<file path="config.mk">
export PLATFORM = sky130hd
export DESIGN_NAME = pipeline_hazard_unit
export DESIGN_NICKNAME = d
export VERILOG_FILES = /design/src/rtl/pipeline_hazard_unit.sv
export SDC_FILE = /design/constraint.sdc
export NUM_CORES = 1
export LEC_CHECK = 0
export ABC_AREA = 1
export ABC_CLOCK_PERIOD_IN_PS = 2000
export CELL_PAD_IN_SITES_DETAIL_PLACEMENT = 0
export CELL_PAD_IN_SITES_GLOBAL_PLACEMENT = 1
export CORE_MARGIN = 3
export CORE_UTILIZATION = 34
export DETAILED_ROUTE_END_ITERATION = 12
export GPL_TIMING_DRIVEN = 0
export HOLD_SLACK_MARGIN = 0.1
export PLACE_DENSITY_LB_ADDON = 0.1
export SYNTH_ARGS = -nofsm -noshare
export SYNTH_HDL_FRONTEND = slang
export SYNTH_SLANG_ARGS = --single-unit
</file>
<file path="constraint.sdc">
create_clock -name clk -period 2 [get_ports clk]
set_input_delay 0.2 -clock clk [delete_from_list [all_inputs] [get_ports clk]]
set_output_delay 0.2 -clock clk [all_outputs]
set_load 0.1 [all_outputs]
</file>
<file path="src/rtl/pipeline_hazard_unit.sv">
// Hazard, forwarding and flush controller that tracks destination tags for every stage after R.
// Define PIPE_FWD_EN to enable operand forwarding; without it any pending writer of a source stalls R.
module pipeline_hazard_unit #(
  parameter int RA_W     = 3,
  parameter int DEPTH    = 3,
  parameter int LOAD_LAT = 1,
  parameter int SEL_W    = $clog2(DEPTH + 1)
) (
  input  logic             clk,
  input  logic             rst,
  input  logic             r_valid,
  input  logic [RA_W-1:0]  r_src_a,
  input  logic [RA_W-1:0]  r_src_b,
  input  logic             r_use_a,
  input  logic             r_use_b,
  input  logic [RA_W-1:0]  r_dst,
  input  logic             r_wr,
  input  logic             r_load,
  input  logic             flush,
  input  logic             mem_busy,
  output logic             en_f,
  output logic             en_r,
  output logic             en_back,
  output logic             bubble_x,
  output logic             flush_fr,
  output logic [SEL_W-1:0] fwd_a,
  output logic [SEL_W-1:0] fwd_b,
  output logic [15:0]      stall_cnt
);

  logic [DEPTH:1]  sh_v_reg;
  logic [DEPTH:1]  sh_ld_reg;
  logic [RA_W-1:0] sh_dst_reg [1:DEPTH];
  logic [15:0]     stall_cnt_reg;

  logic [DEPTH:1]  match_a;
  logic [DEPTH:1]  match_b;
  logic            block_a;
  logic            block_b;
  logic            hazard;
  logic            shift;
  logic            ins_v;
  logic            cnt_inc;

  for (genvar gi = 1; gi <= DEPTH; gi++) begin : g_match
    assign match_a[gi] = sh_v_reg[gi] && (sh_dst_reg[gi] == r_src_a) && r_use_a;
    assign match_b[gi] = sh_v_reg[gi] && (sh_dst_reg[gi] == r_src_b) && r_use_b;
  end

`ifdef PIPE_FWD_EN
  logic [SEL_W-1:0] sel_a;
  logic [SEL_W-1:0] sel_b;
  logic             ld_a;
  logic             ld_b;

  // Scan oldest to youngest so the youngest (smallest k) match wins.
  always_comb begin
    sel_a = '0;
    sel_b = '0;
    ld_a  = 1'b0;
    ld_b  = 1'b0;
    for (int k = DEPTH; k >= 1; k--) begin
      if (match_a[k]) begin
        sel_a = SEL_W'(k);
        ld_a  = sh_ld_reg[k];
      end
      if (match_b[k]) begin
        sel_b = SEL_W'(k);
        ld_b  = sh_ld_reg[k];
      end
    end
  end

  // A load result only becomes forwardable once it has passed LOAD_LAT stages.
  assign block_a = (sel_a != '0) && ld_a && (sel_a <= SEL_W'(LOAD_LAT));
  assign block_b = (sel_b != '0) && ld_b && (sel_b <= SEL_W'(LOAD_LAT));
  assign fwd_a   = sel_a;
  assign fwd_b   = sel_b;
`else
  logic unused_ld;
  assign unused_ld = ^sh_ld_reg;
  assign block_a   = |match_a;
  assign block_b   = |match_b;
  assign fwd_a     = '0;
  assign fwd_b     = '0;
`endif

  assign hazard = r_valid && (block_a || block_b);

  // Priority: mem_busy freezes everything, flush overrides a hazard.
  always_comb begin
    en_f     = 1'b1;
    en_r     = 1'b1;
    en_back  = 1'b1;
    bubble_x = 1'b0;
    flush_fr = 1'b0;
    shift    = 1'b1;
    ins_v    = r_valid && r_wr;
    cnt_inc  = 1'b0;
    if (mem_busy) begin
      en_f    = 1'b0;
      en_r    = 1'b0;
      en_back = 1'b0;
      shift   = 1'b0;
      ins_v   = 1'b0;
    end else if (flush) begin
      flush_fr = 1'b1;
      bubble_x = 1'b1;
      ins_v    = 1'b0;
    end else if (hazard) begin
      en_f     = 1'b0;
      en_r     = 1'b0;
      bubble_x = 1'b1;
      ins_v    = 1'b0;
      cnt_inc  = 1'b1;
    end
  end

  always_ff @(posedge clk) begin
    if (rst) begin
      sh_v_reg      <= '0;
      stall_cnt_reg <= '0;
    end else begin
      if (shift) begin
        sh_v_reg[1]   <= ins_v;
        sh_dst_reg[1] <= r_dst;
        sh_ld_reg[1]  <= r_load;
        for (int k = 2; k <= DEPTH; k++) begin
          sh_v_reg[k]   <= sh_v_reg[k-1];
          sh_dst_reg[k] <= sh_dst_reg[k-1];
          sh_ld_reg[k]  <= sh_ld_reg[k-1];
        end
      end
      if (cnt_inc && (stall_cnt_reg != 16'hFFFF))
        stall_cnt_reg <= stall_cnt_reg + 16'd1;
    end
  end

  assign stall_cnt = stall_cnt_reg;

endmodule

</file>
==> results.cfg, run 1 <==
[timing]
whs_ns = 0.470
post-route-period-util_pct = 103
finClkSkew_ns = 0.00746
setup_viol_count_final = 3
worst_slack_ns = -0.0652
fmax_mhz = 484
rsz0062_at_grt = yes
worst_pin_slew_ns = 0.971
min_period_ns = 2.07
drv_slew = 0
final-hold-violation-count = 0
relSlewSlack_pct = 35.2

[critical_path]
r2r_start = stall_cnt[0]
slowest_stage = dlygate4sd2_1
path_cells = clkdlybuf4s50_1 -> clkinvlp_4 -> dlygate4sd2_1
critPathTopFamily = buffers and inverters
slowest_delay_ns = 0.88
start_kind = input port
r2r_cells = 10
r2r-end = stall_cnt[8]
ff2ff_setup_slack_ns = 0.21
cp.arrival_ns = 1.87
end_kind = output port
cp-startpoint = mem_busy
critPathKind = input port to output port
required_ns = 1.80
path_buf_inv = 3
crit_cells = 3
endpoint = en_back
cp_max_fo = 7

[clocking]
cts_tree = built
cts_buffers = 3
path_clk_slew_ns = 0.10
cts_root_buf = clkbuf_8
clk_path_buf_depth = 2
cts.sinks = 28
clock_latency_ns = 0.28
htree_levels = 1

[route]
postRouteAntennaNets = 0
wire_per_inst_um = 10.3
drt_wl_total_um = 3950
via_count = 1635
via_per_inst = 4.26
drc = 0
dr.pass1.iters = 4
drt_iter0_drc = 71

[synthesis]
seq_area_frac_synth_pct = 37.2
ys.flop_type = dfxtp_1
synth_top_area_cell = dfxtp_1
synthDistinctLibCells = 29
syn_avg_cell_area_um2 = 6.45
synth.most_common_cell = nand2_1
synth_area_leaders = dfxtp_1, nand2_1, edfxtp_1
syn-instance-count = 271
synthesis.area_um2 = 1750
ys_warn_count = 0
synthTopCellsByCount = nand2_1, nor2_1, inv_1
synth_top_cell_area_share_pct = 21.8
synth_async_sr_flop_share_pct = 0
ys_ff_latch = 28
synth_edf_count = 9

[die]
pin_count = 43
rows = 25
start_util_pct = 36.0
coreArea_um2 = 4850
die_h_um = 77.7
dieArea_um2 = 6030
die_x_um = 77.7

[final_layout]
final_layout_size_suffix_gt1_share_pct = 20.2
syn2layout_area_growth_pct = 35.5
final_cells = 384
multi_input_area_um2 = 966
nFillCells = 513
diodes = 0
largest_register_ff_count = 16
stdcell_area_um2 = 2370
fin_nets = 337
register_area_um2 = 676

[run_status]
outcome = complete, but fails checks
violations = negative setup slack

[placed_design]
gp_congestion = 0.751
portBuffers = 37
dpl_worst_slack_ns = -0.905
detailed_place.area_um2 = 2270
dp_hpwl_um = 3040
place_inst = 378

[worst_hold_path]
hold_class = input port to register
min_path_cells = 1

[power_and_ir_drop]
vdd_drop_max_uv = 250
p_leak_nw = 1.10
p_per_area_nw_per_um2 = 530

[grt]
grt_max_degree = 17
grt_pass1_wl_um = 6670
gr-usage-all-layers_pct = 13.5
grt_pass1_vias = 1482
grt.overflow.total = 0
antenna_found_initial = 0

[run]
maxCapViolCount = 0
[cells by family after synthesis]
logic type / after synthesis / synth area share, %
adders and majority gates: 1 / 0.716
xor gates and xnor gates: 2 / 1.00
AOI/OAI and AO/OA: 8 / 2.65
other: 1 / 0.215
and+or+nand+nor: 195 / 48.9
DFF: 28 / 37.2
buffers and inverters: 36 / 9.31
[worst min path at each step]
stage	slack, ns	to	from
finish	0.47	sh_dst_reg[0][4]	r_dst[1]
global route	0.46	sh_dst_reg[0][4]	r_dst[1]
CTS	0.46	sh_dst_reg[0][4]	r_dst[1]
detailed placement	0.49	sh_dst_reg[0][11]	sh_dst_reg[0][8]
global placement	0.49	sh_dst_reg[0][11]	sh_dst_reg[0][8]
floorplan	0.27	sh_v_reg[1]	rst
[cell type report]
type | instances | share of cell area (%)
Buffer | 7 | 2.80
Clock buffer | 4 | 2.80
Inverter | 29 | 4.92
Multi-Input combinational cell | 210 | 40.8
Sequential cell | 28 | 28.5
Tap cell | 67 | 3.54
Timing Repair Buffer | 39 | 16.6
[layout by cell type (no fill, tap or decap), types with 5 or more instances in the layout]
cell | netlist | final
nand2_1 | 98 | 96
nor2_1 | 60 | 59
inv_1 | 24 | 21
dlygate4sd2_1 | 0 | 19
dfxtp_2 | 0 | 14
clkdlybuf4s50_1 | 0 | 13
nor2_2 | 9 | 10
nand3_1 | 11 | 9
edfxtp_1 | 9 | 9
inv_2 | 4 | 5
buf_4 | 5 | 5
[power by group]
| part | internal (mW) | leakage [nW] | switching, mW | total, mW |
|---|---|---|---|---|
| sequential | 0.596 | 0.247 | 0.0110 | 0.607 |
| combinational | 0.0824 | 0.821 | 0.158 | 0.240 |
| clock | 0.218 | 0.0339 | 0.188 | 0.406 |
[routing by layer]
metal | GRT usage, % | wire length [um]
met3 | 2.09 | 106
met2 | 20.5 | 1640
met4 | 4.27 | 38
met1 | 19.4 | 2160
met5 | 0 | 0
[worst register-to-register path, cell delays in order, from the launching register on]
cell	delay, ns
dfxtp_4	0.38
ha_1	0.21
nand3_1	0.11
nor2_2	0.15
nand2_2	0.10
nor3_4	0.35
nor2_2	0.08
nand3_1	0.09
nor2_2	0.05
nor2_1	0.12
nor2_2	0.05
[metrics by stage]
stage | power, mW | util (%) | setup TNS [ns]
floorplan | 0.780 | - | -0.0267
global placement | 0.851 | 46.8 | -3.70
detailed placement | 0.852 | 46.8 | -3.64
CTS | 1.28 | 48.8 | -0.191
global route | 1.31 | 48.8 | -0.544
finish | 1.25 | 48.8 | -0.0913
[timing repair]
item,4_1_cts,5_1_grt
gates resized for setup,47,5
hold buffers,0,0
cloned,0,0
pin swaps,4,3
hold endpoints to repair,0,0
buffers inserted,2,0
setup endpoints to repair,19,6
No activity file was read; power rests on OpenSTA's default activity.
==> run 2, diff against run 1 <==
- ABC_CLOCK_PERIOD_IN_PS: 2000 -> 2620
- CORE_UTILIZATION: 34 -> 36
- clock period: 2 -> 2.62 ns (I/O delays scaled with it)
==> results.cfg, run 2 (synthesized netlist as in run 1, its figures left out) <==
[run_status]
outcome = finished clean

[final_layout]
register_area_um2 = 651
largest_register_ff_count = 16
layout_commonest_cell = nand2_1
nFillCells = 477
final_layout_size_suffix_gt1_share_pct = 11.4
stdcell_area_um2 = 2250
mostFrequentLayoutCells = nand2_1, nor2_1, clkdlybuf4s50_1
syn2layout_area_growth_pct = 28.6
diodes = 0
multi_input_area_um2 = 945
fin_nets = 335
final_cells = 367

[route]
drc = 0
drt_iter0_drc = 72
via_count = 1606
drt_wl_total_um = 3760
postRouteAntennaNets = 0
wire_per_inst_um = 10.2
via_per_inst = 4.38
dr.pass1.iters = 4

[die]
coreArea_um2 = 4500
rows = 24
dieArea_um2 = 5720
die_x_um = 75.7
pin_count = 43
die_h_um = 75.7
start_util_pct = 38.8

[timing]
final-hold-violation-count = 0
min_period_ns = 2.46
setup_viol_count_final = 0
relSlewSlack_pct = 35.1
post-route-period-util_pct = 93.9
fin_setup_tns_ns = 0
fmax_mhz = 407
worst_pin_slew_ns = 0.970
rsz0062_at_grt = no
finClkSkew_ns = 0.00225
drv_slew = 0
whs_ns = 0.503

[power_and_ir_drop]
seq_power_share_pct = 51.4
p_int_uw = 645
p_total_uw = 907
power_switching_uw = 261
vdd_drop_max_uv = 220
p_per_area_nw_per_um2 = 404
p_leak_nw = 0.967
p_sw_share_pct = 28.8
clock_power_share_pct = 30.1
share_comb_of_total_power_pct = 18.5

[clocking]
htree_levels = 1
clk_path_buf_depth = 2
cts.sinks = 28
cts_buffers = 3
cts_tree = built
cts_hold_buf = 0
cts_root_buf = clkbuf_8
path_clk_slew_ns = 0.10
clock_latency_ns = 0.27

[critical_path]
critPathTopFamily = buffers and inverters
cp_max_fo = 4
cpMostUsedCell = nand2_1
slowest_stage = clkdlybuf4s50_1
cp.arrival_ns = 2.20
path_buf_inv = 5
path_cells = clkdlybuf4s50_1 -> inv_2 -> nand2_1 -> nand2_1 -> nor2_1 -> nand2_1 -> nand3_1 -> nand2_1 -> nand2_2 -> nand3_1 -> nand2_1 -> inv_1 -> buf_4 -> clkdlybuf4s15_2
end_kind = output port
slowest_delay_ns = 0.56
start_kind = input port
critPathKind = input port to output port
required_ns = 2.36

[grt]
grt_max_degree = 16
grt_pass1_vias = 1356
grt_pass1_wl_um = 6180
grt.overflow.total = 0
gr-usage-all-layers_pct = 13.9
antenna_found_initial = 0

[placed_design]
detailed_place.area_um2 = 2190
place_inst = 363
gp_congestion = 0.782
portBuffers = 37
dp_hpwl_um = 2950

[run]
maxCapViolCount = 0

[worst_hold_path]
hold_class = register to register
==> run 2: cell types whose count changed in the layout (fill, tap and decap cells not counted), moves of 3 or more <==
cell             previous run  this run
buf_12                      4         0
dfxtp_1                     3        19
inv_1                      21        24
dfxtp_2                    14         0
clkdlybuf4s50_1            13        34
dlygate4sd2_1              19         0
==> run 2: worst min-delay path, delay by kind of cell (launching register included) <==
family           cells  cell delay [ns]
AO/OA/AOI/OAI        1             0.05
AND/OR/NAND/NOR      1             0.06
flip-flops           1             0.35
==> run 2: power groups by stage <==
stage,registers [mW],clock network (mW),logic [mW]
floorplan,0.479,0,0.114
global placement,0.476,0,0.170
detailed placement,0.476,0,0.170
CTS,0.466,0.286,0.170
global route,0.468,0.297,0.183
finish,0.466,0.273,0.168
==> run 2: timing repair <==
item | CTS | global route
setup endpoints to repair | 3 | 1
gates resized for setup | 8 | 1
hold endpoints to repair | 0 | 0
buffers inserted | 0 | 0
==> run 2: final cells by class <==
cell class,instances,share of cell area [%]
clock buffer,4,2.45
timing repair buffer,37,16.4
sequential,28,29.0
buffer,7,2.40
tap,52,2.90
multi-input combinational,210,42.1
inverter,29,4.85
==> run 2: path summary, 6_finish.rpt <==
| check | start | to | slack (ns) | cells past startpoint |
|---|---|---|---|---|
| hold reg to reg | sh_v_reg[1] | sh_v_reg[1] | 0.50 | 2 |
| setup reg to reg | stall_cnt[0] | stall_cnt[8] | 0.80 | 10 |
| setup / recovery | r_src_b[0] | en_r | 0.16 | 14 |
| hold / removal | sh_v_reg[1] | sh_v_reg[1] | 0.50 | 2 |
==> run 2: metal layers <==
| layer | vias up | wire [um] | track usage [%] |
|---|---|---|---|
| li1 | 911 | - | - |
| met1 | 662 | 2120 | 22.1 |
| met2 | 29 | 1480 | 19.2 |
| met3 | 4 | 125 | 1.98 |
| met4 | 0 | 33 | 4.08 |
| met5 | - | 0 | 0 |
==> run 2: stage by stage <==
step	setup WS (ns)	util (%)
3_5_place_dp	-0.392	48.7
3_3_place_gp	-0.414	48.7
6_report	0.161	49.9
2_1_floorplan	0.149	-
5_1_grt	0.00598	49.9
4_1_cts	0.00259	50.0
